$ cat src/rtl/trace_pkg.sv
// Shared definitions for the instruction trace buffer.
//   - trace_state_e : capture FSM encoding, also driven on the 'state' output
//   - *_OFS / *_ofs : bit offsets of each field inside a packed trace entry
//   - entry_width   : total entry width for a given PC/data width and RF address width
// Entry layout, MSB to LSB: {pc, instr, rf_wd, rf_wa, rf_we, mem_we}
package trace_pkg;

    typedef enum logic [1:0] {
        IDLE      = 2'd0,
        ARMED     = 2'd1,
        TRIGGERED = 2'd2,
        DONE      = 2'd3
    } trace_state_e;

    localparam int MEM_WE_OFS = 0;
    localparam int RF_WE_OFS  = 1;
    localparam int RF_WA_OFS  = 2;

    function automatic int rf_wd_ofs(input int reg_aw);
        return 2 + reg_aw;
    endfunction

    function automatic int instr_ofs(input int addr_w, input int reg_aw);
        return 2 + reg_aw + addr_w;
    endfunction

    function automatic int pc_ofs(input int addr_w, input int reg_aw);
        return 2 + reg_aw + 2 * addr_w;
    endfunction

    function automatic int entry_width(input int addr_w, input int reg_aw);
        return 3 * addr_w + reg_aw + 2;
    endfunction

endpackage

$ cat src/rtl/trace_mem.sv
// Trace entry storage: simple dual-port RAM, DEPTH x WIDTH.
// One write port and one registered read port, single clock, no reset
// (contents are don't-care until written).
// Ports:
//   clk_i    clock
//   we_i     write enable, waddr_i/wdata_i written on the rising edge
//   re_i     read enable, rdata_o updated with mem[raddr_i] on the rising edge
module trace_mem #(
    parameter int DEPTH = 16,
    parameter int WIDTH = 102
) (
    input  logic                     clk_i,
    input  logic                     we_i,
    input  logic [$clog2(DEPTH)-1:0] waddr_i,
    input  logic [WIDTH-1:0]         wdata_i,
    input  logic                     re_i,
    input  logic [$clog2(DEPTH)-1:0] raddr_i,
    output logic [WIDTH-1:0]         rdata_o
);

    logic [WIDTH-1:0] mem_q [DEPTH];

    always_ff @(posedge clk_i) begin
        if (we_i) begin
            mem_q[waddr_i] <= wdata_i;
        end
        if (re_i) begin
            rdata_o <= mem_q[raddr_i];
        end
    end

endmodule

$ cat src/rtl/trace_buffer.sv
// Instruction retire trace buffer.
// Captures retired-instruction records around a PC trigger, either
// post-trigger only (mode=0) or with a circular pre-trigger history (mode=1),
// then lets software drain the captured entries oldest first.
// Ports:
//   clk, reset                 clock, asynchronous active-high reset
//   arm, mode, trig_en, trig_pc  start a capture and its configuration
//   retire, pc, instr, rf_we, rf_wa, rf_wd, mem_we  retired-instruction record
//   rd_en                      readout request (honoured in DONE only)
//   rd_valid, rd_data          one entry per accepted request, next cycle
//   count                      number of stored entries
//   state                      FSM state (trace_pkg::trace_state_e)
//   overflow                   sticky: an old entry was overwritten
// Parameters: DEPTH must be a power of two >= 2, POST_TRIG in 0..DEPTH-1.
module trace_buffer
    import trace_pkg::*;
#(
    parameter int ADDR_W    = 32,
    parameter int DEPTH     = 16,
    parameter int POST_TRIG = 8,
    parameter int REG_AW    = 4
) (
    input  logic                          clk,
    input  logic                          reset,
    input  logic                          arm,
    input  logic                          mode,
    input  logic                          trig_en,
    input  logic [ADDR_W-1:0]             trig_pc,
    input  logic                          retire,
    input  logic [ADDR_W-1:0]             pc,
    input  logic [ADDR_W-1:0]             instr,
    input  logic                          rf_we,
    input  logic [REG_AW-1:0]             rf_wa,
    input  logic [ADDR_W-1:0]             rf_wd,
    input  logic                          mem_we,
    input  logic                          rd_en,
    output logic                          rd_valid,
    output logic [3*ADDR_W+REG_AW+1:0]    rd_data,
    output logic [$clog2(DEPTH+1)-1:0]    count,
    output logic [1:0]                    state,
    output logic                          overflow
);

    localparam int ENTRY_W = entry_width(ADDR_W, REG_AW);
    localparam int PTR_W   = $clog2(DEPTH);
    localparam int CNT_W   = $clog2(DEPTH + 1);

    localparam logic [CNT_W-1:0] FULL_CNT  = CNT_W'(DEPTH);
    localparam logic [CNT_W-1:0] POST_LAST = CNT_W'(POST_TRIG);

    trace_state_e       state_q, state_d;
    logic [PTR_W-1:0]   wr_ptr_q, wr_ptr_d;
    logic [PTR_W-1:0]   rd_ptr_q, rd_ptr_d;
    logic [CNT_W-1:0]   count_q, count_d;
    logic [CNT_W-1:0]   post_cnt_q, post_cnt_d;
    logic               overflow_q, overflow_d;
    logic               mode_q, mode_d;
    logic               trig_en_q, trig_en_d;
    logic [ADDR_W-1:0]  trig_pc_q, trig_pc_d;
    logic               rd_valid_q, rd_valid_d;

    logic               wr_en;
    logic               rd_acc;
    logic               trig_hit;
    logic [ENTRY_W-1:0] wr_entry;
    logic [ENTRY_W-1:0] mem_rdata;

    assign wr_entry = {pc, instr, rf_wd, rf_wa, rf_we, mem_we};
    assign trig_hit = retire && (!trig_en_q || (pc == trig_pc_q));

    always_ff @(posedge clk or posedge reset) begin
        if (reset) begin
            state_q    <= IDLE;
            wr_ptr_q   <= '0;
            rd_ptr_q   <= '0;
            count_q    <= '0;
            post_cnt_q <= '0;
            overflow_q <= 1'b0;
            mode_q     <= 1'b0;
            trig_en_q  <= 1'b0;
            trig_pc_q  <= '0;
            rd_valid_q <= 1'b0;
        end else begin
            state_q    <= state_d;
            wr_ptr_q   <= wr_ptr_d;
            rd_ptr_q   <= rd_ptr_d;
            count_q    <= count_d;
            post_cnt_q <= post_cnt_d;
            overflow_q <= overflow_d;
            mode_q     <= mode_d;
            trig_en_q  <= trig_en_d;
            trig_pc_q  <= trig_pc_d;
            rd_valid_q <= rd_valid_d;
        end
    end

    always_comb begin
        state_d    = state_q;
        wr_ptr_d   = wr_ptr_q;
        rd_ptr_d   = rd_ptr_q;
        count_d    = count_q;
        post_cnt_d = post_cnt_q;
        overflow_d = overflow_q;
        mode_d     = mode_q;
        trig_en_d  = trig_en_q;
        trig_pc_d  = trig_pc_q;
        rd_valid_d = 1'b0;
        wr_en      = 1'b0;
        rd_acc     = 1'b0;

        if (arm) begin
            // arm wins over anything else this cycle, including a retire
            state_d    = ARMED;
            wr_ptr_d   = '0;
            rd_ptr_d   = '0;
            count_d    = '0;
            post_cnt_d = '0;
            overflow_d = 1'b0;
            mode_d     = mode;
            trig_en_d  = trig_en;
            trig_pc_d  = trig_pc;
        end else begin
            case (state_q)
                ARMED: begin
                    if (trig_hit) begin
                        wr_en   = 1'b1;
                        state_d = (POST_TRIG == 0) ? DONE : TRIGGERED;
                    end else if (retire && mode_q) begin
                        wr_en = 1'b1;
                    end
                end
                TRIGGERED: begin
                    if (retire) begin
                        wr_en      = 1'b1;
                        post_cnt_d = post_cnt_q + CNT_W'(1);
                        if (post_cnt_d == POST_LAST) begin
                            state_d = DONE;
                        end
                    end
                end
                DONE: begin
                    if (rd_en && (count_q != '0)) begin
                        rd_acc = 1'b1;
                    end
                end
                default: begin
                end
            endcase

            // Writes and reads live in disjoint states, so they never collide.
            if (wr_en) begin
                wr_ptr_d = wr_ptr_q + PTR_W'(1);
                if (count_q == FULL_CNT) begin
                    // full ring: drop the oldest entry to make room
                    rd_ptr_d   = rd_ptr_q + PTR_W'(1);
                    overflow_d = 1'b1;
                end else begin
                    count_d = count_q + CNT_W'(1);
                end
            end

            if (rd_acc) begin
                rd_ptr_d   = rd_ptr_q + PTR_W'(1);
                count_d    = count_q - CNT_W'(1);
                rd_valid_d = 1'b1;
            end
        end
    end

    trace_mem #(
        .DEPTH (DEPTH),
        .WIDTH (ENTRY_W)
    ) u_mem (
        .clk_i   (clk),
        .we_i    (wr_en),
        .waddr_i (wr_ptr_q),
        .wdata_i (wr_entry),
        .re_i    (rd_acc),
        .raddr_i (rd_ptr_q),
        .rdata_o (mem_rdata)
    );

    // The RAM output is not reset, so gate it with rd_valid to give a
    // clean zero whenever no entry is being presented (including in reset).
    assign rd_data  = rd_valid_q ? mem_rdata : '0;
    assign rd_valid = rd_valid_q;
    assign count    = count_q;
    assign state    = state_q;
    assign overflow = overflow_q;

endmodule

$ cat config.mk
export PLATFORM = sky130hd
export DESIGN_NAME = trace_buffer
export DESIGN_NICKNAME = d
export VERILOG_FILES = /design/src/rtl/trace_pkg.sv /design/src/rtl/trace_mem.sv /design/src/rtl/trace_buffer.sv
export SDC_FILE = /design/constraint.sdc
export NUM_CORES = 1
export LEC_CHECK = 0
export CAP_MARGIN = 20
export CELL_PAD_IN_SITES_DETAIL_PLACEMENT = 0
export CELL_PAD_IN_SITES_GLOBAL_PLACEMENT = 1
export CORE_AREA = 2 2 375 377
export DETAILED_ROUTE_END_ITERATION = 8
export DIE_AREA = 0 0 377 379
export PLACE_DENSITY_LB_ADDON = 0.1
export SYNTH_ARGS = -nofsm -noshare
export SYNTH_HDL_FRONTEND = slang
export SYNTH_HIERARCHICAL = 1
export SYNTH_SLANG_ARGS = --single-unit
$ cat constraint.sdc
create_clock -name clk -period 9.95 [get_ports clk]
set_input_delay 1.4925 -clock clk [delete_from_list [all_inputs] [get_ports clk]]
set_output_delay 1.4925 -clock clk [all_outputs]
set_load 0.005 [all_outputs]
==> impl_metrics.py, run 1 <==
metrics = {
    "worst_setup_path": {
        "cpMostUsedCell": "buf_4",
        "crit_type": "input port to flip-flop",
        "r2r_cells": 9,
        "cp_slowest_cell": "clkdlybuf4s50_1",
        "crit_family": "simple AND/OR/NAND/NOR gates",
        "start_kind": "input port",
        "crit_buf_inv": 3,
        "cp_data_arrival_time_ns": 6.82,
        "crit_path_cell_trace": "clkdlybuf4s50_1 -> xor2_1 -> nor4_1 -> nand4_1 -> o211a_4 -> nor3_1 -> nand3_1 -> nor3_4 -> buf_4 -> buf_4",
        "rrSetupSlack_ns": 4.82,
        "crit_path_start": "pc[29]",
        "timing.rr.end": "u_mem/mem_q[12][19]$_DFFE_PP_",
        "required_ns": 10.35,
        "max_stage_delay_ns": 0.87,
        "regToRegStartpoint": "trig_pc_q[29]$_DFFE_PP0P_",
        "end_kind": "flip-flop",
        "cp_max_fo": 43,
    },
    "sta": {
        "finalCritPeriodShare_pct": 64.50,
        "finalSetupTns_ns": 0,
        "min_period_ns": 6.417,
        "max_freq_mhz": 155.8,
        "hold_viol": 0,
        "slew_violations": 0,
        "tightest_slew_ns": 1.038,
        "skew_ns": 0.02933,
        "worst_slew_margin_rel_pct": 30.77,
        "rsz0062_at_grt": "no",
        "final-setup-viol-count": 0,
        "fin_ws_ns": 3.533,
    },
    "layout": {
        "syn_to_final_growth_pct": 15.54,
        "drive_gt1_share_pct": 22.54,
        "nNetsFinal": 3459,
        "regArea_mm2": 0.05348,
        "fillCellCount": 10300,
        "multiInputGateArea_mm2": 0.01355,
    },
    "logic_synthesis": {
        "synth_edf_count": 1734,
        "synth_area_mm2": 0.06764,
        "ys_top_cells_by_count": "edfxtp_1, mux4_2, a22oi_1",
        "yosysTopAreaCell": "edfxtp_1",
        "syn_nets": 3135,
        "synth.most_common_cell": "edfxtp_1",
        "async_flop_share_pct": 3.128,
        "synthCells": 2984,
        "ys_seq_area_share_pct": 79.06,
        "synth_top_cell_area_share_pct": 76.98,
        "ys_seq_elements": 1790,
        "synth_top_flop_cell": "edfxtp_1",
        "ys_types": 48,
        "yosysWarnings": 6,
        "synth.area.top_cells": "edfxtp_1, mux4_2, a22oi_1",
        "postSynthAreaPerCell_um2": 22.67,
    },
    "placed_design": {
        "preCtsSetupSlack_ns": 2.666,
        "gp_congestion": 0.7582,
        "dp.final_hpwl_mm": 79.98,
        "numPortBuffers": 251,
    },
    "drt": {
        "dr.pass1.iters": 7,
        "antenna_left": 0,
        "drt_drc_violations_left": 0,
        "drt-total-wl_mm": 155.8,
        "drtIter0Drc": 3051,
        "wl_per_cell_um": 29.61,
        "vias": 31560,
        "viasPerCell": 5.997,
    },
    "clock_network": {
        "clock_latency_ns": 0.78,
        "cts_hold_buf": 0,
        "clk_pin_slew_worst_paths_ns": 0.06,
        "cts_sinks": 1790,
        "postCtsSetupBuffers": 0,
        "cts_made_buffers": 179,
        "cts_buffer_depth": 3,
        "ctsResizeCount": 0,
        "cts_root_buf": "clkbuf_16",
        "cts_tree": "built",
        "ctsHtreeMaxLevel": 4,
    },
    "die": {
        "die_x_um": 377,
        "die-area_mm2": 0.1429,
        "placementRows": 137,
        "ioPinCount": 252,
        "die_h_um": 379,
        "core_mm2": 0.1388,
        "start_util_pct": 48.71,
    },
    "outcome": {
        "status": "finished, final reports clean",
    },
    "power_and_ir_drop": {
        "p_per_area_mw_per_mm2": 203.0,
        "p_leak_nw": 24.06,
        "ir_drop_uv": 154.3,
    },
    "grt": {
        "grt_antenna_before_repair": 11,
        "grt_overflow": 0,
        "grt_max_degree": 158,
        "grt_pass1_wl_mm": 227.5,
        "grt_pass1_vias": 33290,
        "grt_usage_pct": 22.19,
    },
    "worst_hold_path": {
        "hold_class": "flip-flop to flip-flop",
        "hold_path_depth": 1,
        "worstHoldStart": "trig_pc_q[29]$_DFFE_PP0P_",
        "holdPathEnd": "trig_pc_q[29]$_DFFE_PP0P_",
    },
    "run": {
        "cap_violations": 0,
    },
}
-- power breakdown --
part | switching (mW) | internal [mW] | leakage [nW] | total (mW)
clock network | 2.73 | 3.84 | 2.82 | 6.57
registers | 0.0550 | 8.36 | 16.3 | 8.41
logic | 0.449 | 0.431 | 4.95 | 0.880
total | 3.23 | 12.6 | 24.1 | 15.9
-- per-stage QoR --
| step | area (µm²) | hold slack (ns) | total power, mW | std cells | utilization, % |
|---|---|---|---|---|---|
| after global placement | 72380 | 0.5104 | 9.450 | 4932 | 52.13 |
| after detailed placement | 72400 | 0.5165 | 9.468 | 4933 | 52.15 |
| after CTS | 78110 | 0.5305 | 16.04 | 5258 | 56.26 |
| final | 78150 | 0.5255 | 15.86 | 5263 | 56.28 |
| after global routing | 78140 | 0.5455 | 16.38 | 5259 | 56.28 |
| after floorplan | 67660 | 0.4860 | 9.121 | 2984 | - |
-- layout make-up --
class	instances	area share [%]
diodes	4	0.01281
inverters	9	0.04323
multi-input cells	1030	17.34
well taps	1807	2.893
flip-flops and latches	1790	68.44
clock inverters	99	1.210
clock buffers	226	6.094
repair buffers	298	3.974
-- kinds of logic after synthesis --
logic type      Yosys count  synth area share (%)
compound gates          235                 2.590
xor+xnor                 38                0.4921
fa+ha+maj                10                0.1961
buf+inv                 164                 1.162
flops                  1790                 79.06
mux                     450                 14.28
simple gates            297                 2.222
-- cell usage in the layout (no fill, tap or decap), types with 5 or more instances in the layout --
master | Yosys | final
a21oi_1 | 7 | 7
a22oi_1 | 204 | 204
and2_1 | 104 | 103
buf_12 | 0 | 18
buf_4 | 1 | 28
bufinv_16 | 0 | 18
clkbuf_1 | 91 | 42
clkbuf_16 | 0 | 184
clkdlybuf4s50_1 | 0 | 250
clkinv_1 | 0 | 30
clkinv_2 | 0 | 43
dfrtp_1 | 56 | 53
edfxtp_1 | 1734 | 1734
ha_1 | 9 | 9
inv_1 | 9 | 8
mux2_2 | 37 | 37
mux4_2 | 408 | 408
nand2_1 | 111 | 111
nand2b_1 | 5 | 5
nand3_1 | 7 | 7
nor2_1 | 30 | 16
nor2_4 | 0 | 14
nor2b_1 | 8 | 6
nor4_1 | 8 | 8
o21ai_0 | 8 | 8
xor2_1 | 36 | 36
-- registers in the layout, summed over array words and instances (netlist names) --
register,flops
u_mem/rdata_o,102
mode_q,1
rd_valid,1
rd_ptr_q,4
state,2
trig_en_q,1
post_cnt_q,5
u_mem/mem_q,1632
trig_pc_q,32
count,5
overflow,1
wr_ptr_q,4
-- metal layers --
metal  GRT usage, %  vias up  share of wire [%]  wire [µm]
li1               -    13210                  -          -
met1          31.60    17140                 43      67180
met2          35.72     1001                 49      76220
met3          4.005      203                5.9       9203
met4          5.902        4                2.1       3208
met5              0        -              0.017         27
-- how the worst max path moves through the flow --
stage	depth (start not counted)	to	slack, ns
after global placement	10	u_mem/mem_q[12][19]$_DFFE_PP_	2.78
after CTS	10	u_mem/mem_q[12][18]$_DFFE_PP_	3.55
after global routing	10	u_mem/mem_q[12][21]$_DFFE_PP_	3.36
after floorplan	7	u_mem/mem_q[1][0]$_DFFE_PP_	1.92
after detailed placement	10	u_mem/mem_q[12][16]$_DFFE_PP_	2.67
final	10	u_mem/mem_q[12][19]$_DFFE_PP_	3.53
Power figures use the tool's default switching activity.
==> run 2, diff against run 1 <==
--- a/config.mk
+++ b/config.mk
@@ -8,9 +8,9 @@
 export CAP_MARGIN = 20
 export CELL_PAD_IN_SITES_DETAIL_PLACEMENT = 0
 export CELL_PAD_IN_SITES_GLOBAL_PLACEMENT = 1
-export CORE_AREA = 2 2 375 377
+export CORE_AREA = 2 2 357 359
 export DETAILED_ROUTE_END_ITERATION = 8
-export DIE_AREA = 0 0 377 379
+export DIE_AREA = 0 0 359 361
 export PLACE_DENSITY_LB_ADDON = 0.1
 export SYNTH_ARGS = -nofsm -noshare
 export SYNTH_HDL_FRONTEND = slang
==> constraint.sdc (replaced) <==
create_clock -name clk -period 6.2 [get_ports clk]
set_input_delay 0.93 -clock clk [delete_from_list [all_inputs] [get_ports clk]]
set_output_delay 0.93 -clock clk [all_outputs]
set_load 0.005 [all_outputs]
==> run 2 against run 1 <==
Net effect: count of clock-buffer cells in the layout shrank 4; combinational power grew 68%; die area shrank 9.3%; critical endpoint is now u_mem/mem_q[0][74]$_DFFE_PP_; sequential cell count is the same; worst setup slack lost 2.1 ns; routed wire length shrank 4.1%; cell area grew 0.61%; hold slack lost 0.010 ns; critical path depth shrank 1; clock skew shrank 0.0020 ns; critical path type unchanged.
==> impl_metrics.py, run 2 (synthesis gave the netlist of run 1 again) <==
metrics = {
    "outcome": {
        "status": "finished, final reports clean",
    },
    "sta": {
        "whs_ns": 0.5151,
        "final-setup-viol-count": 0,
        "tightest_slew_ns": 1.134,
        "hold_viol": 0,
        "min_period_ns": 4.748,
        "rsz0062_at_grt": "no",
        "max_freq_mhz": 210.6,
        "worst_slew_margin_rel_pct": 24.38,
        "slew_violations": 0,
        "skew_ns": 0.02737,
        "finalSetupTns_ns": 0,
        "finalCritPeriodShare_pct": 76.58,
    },
    "clock_network": {
        "cts_sinks": 1790,
        "cts_root_buf": "clkbuf_16",
        "clk_pin_slew_worst_paths_ns": 0.06,
        "cts_buffer_depth": 3,
        "cts_hold_buf": 0,
        "ctsResizeCount": 0,
        "cts_tree": "built",
        "cts_made_buffers": 178,
        "clock_latency_ns": 0.79,
        "postCtsSetupBuffers": 0,
        "ctsHtreeMaxLevel": 4,
    },
    "grt": {
        "grt_antenna_before_repair": 8,
        "grt_pass1_vias": 33430,
        "grt_max_degree": 128,
        "grt_usage_pct": 23.48,
        "grt_overflow": 0,
        "grt_pass1_wl_mm": 222.4,
    },
    "layout": {
        "mostFrequentLayoutCells": "edfxtp_1, mux4_2, clkdlybuf4s50_1",
        "syn_to_final_growth_pct": 16.24,
        "largest_reg_flops": 1632,
        "nNetsFinal": 3502,
        "top_register": "u_mem/mem_q",
        "final_common_cell": "edfxtp_1",
        "drive_gt1_share_pct": 23.31,
        "reg.largest.list": "u_mem/mem_q x1632, u_mem/rdata_o x102, trig_pc_q x32",
    },
    "drt": {
        "drtIter0Drc": 3067,
        "antenna_left": 0,
        "dr.pass1.iters": 5,
        "wl_per_cell_um": 29.03,
        "drt-total-wl_mm": 149.5,
        "drt_drc_violations_left": 0,
        "vias": 31670,
        "viasPerCell": 6.149,
    },
    "placed_design": {
        "numPortBuffers": 251,
        "dp.final_hpwl_mm": 83.96,
        "gp_congestion": 0.8149,
    },
    "power_and_ir_drop": {
        "switching_power_mw": 5.250,
        "netSwitchingFraction_pct": 20.57,
        "power_frac_comb_pct": 5.8,
        "ir_drop_uv": 285.8,
        "pwr-share-clk_pct": 41.4,
        "p_per_area_mw_per_mm2": 324.7,
        "p_seq_share_pct": 52.8,
        "p_leak_nw": 24.34,
        "p_int_mw": 20.28,
    },
    "die": {
        "core_mm2": 0.1254,
        "ioPinCount": 252,
        "start_util_pct": 53.93,
        "placementRows": 130,
        "die-area_mm2": 0.1296,
        "die_x_um": 359,
        "die_h_um": 361,
    },
    "worst_setup_path": {
        "end_kind": "flip-flop",
        "regToRegStartpoint": "trig_pc_q[29]$_DFFE_PP0P_",
        "r2r_cells": 8,
        "start_kind": "input port",
        "rrSetupSlack_ns": 2.10,
        "required_ns": 6.65,
        "crit_type": "input port to flip-flop",
        "cp_data_arrival_time_ns": 5.20,
        "cp_max_fo": 31,
        "timing.rr.end": "u_mem/mem_q[0][74]$_DFFE_PP_",
    },
    "run": {
        "cap_violations": 0,
    },
    "worst_hold_path": {
        "holdPathEnd": "overflow$_DFFE_PP0P_",
        "hold_path_depth": 2,
        "worstHoldStart": "overflow$_DFFE_PP0P_",
        "hold_class": "flip-flop to flip-flop",
    },
}
[run 2: cell count changes in the layout (fill, tap and decap cells not counted), moves of 2 or more]
cell and change:
clkbuf_1 -4, buf_12 +26, clkinv_2 -15, buf_4 +19, inv_16 +2, inv_6 +3
clkinv_1 +12, clkinvlp_4 +2
[run 2: per-stage QoR]
stage	area (µm²)	util [%]	instances	power [mW]	setup WS (ns)
floorplan	67700	-	2984	14.64	-1.266
global placement	72870	58.11	4821	15.22	0.7817
detailed placement	72870	58.11	4821	15.25	0.7239
CTS	78620	62.69	5147	25.77	1.579
global route	78620	62.69	5149	26.33	1.258
finish	78620	62.69	5150	25.53	1.452
[run 2: critical path, stage by stage]
cell,delay (ns)
clkdlybuf4s50_1,0.89
xor2_1,0.34
nor4_1,0.28
nand4_1,0.32
o211a_4,0.38
nor3_1,0.52
or3b_2,0.63
nor3_4,0.53
buf_12,0.33
[run 2: final cells by class]
| class | count | area (µm²) |
|---|---|---|
| clock inverter | 104 | 1011 |
| tap | 1650 | 2064 |
| clock buffer | 222 | 4736 |
| timing repair buffer | 342 | 3741 |
| antenna | 3 | 7.507 |
| inverter | 9 | 33.78 |
| sequential | 1790 | 53480 |
| multi-input combinational | 1030 | 13550 |
| fill | 8415 | 46780 |
[run 2: worst max-delay path by stage]
stage	from	endpoint	slack (ns)	depth (start not counted)
after floorplan	pc[23]	u_mem/mem_q[1][0]$_DFFE_PP_	-1.27	7
after global placement	pc[1]	u_mem/mem_q[0][65]$_DFFE_PP_	0.78	9
after detailed placement	pc[4]	u_mem/mem_q[0][64]$_DFFE_PP_	0.72	9
after CTS	pc[4]	u_mem/mem_q[0][72]$_DFFE_PP_	1.58	9
after global routing	pc[1]	u_mem/mem_q[0][74]$_DFFE_PP_	1.26	9
final	pc[4]	u_mem/mem_q[0][74]$_DFFE_PP_	1.45	9
[run 2: metal layers]
layer / part of all wire, % / track usage, % / up-vias
met2: 48 / 36.99 / 1163
met4: 2.1 / 6.701 / 0
li1: - / - / 13320
met1: 43 / 34.03 / 17000
met3: 6.9 / 4.535 / 190
met5: 0 / 0 / -
[run 2: power groups by stage]
stage / logic (mW) / clock network, mW / registers, mW
3_3_place_gp: 1.48 / 0 / 13.7
5_1_grt: 1.61 / 11.2 / 13.5
2_1_floorplan: 0.924 / 0 / 13.7
3_5_place_dp: 1.51 / 0 / 13.7
4_1_cts: 1.51 / 10.8 / 13.5
6_report: 1.48 / 10.6 / 13.5
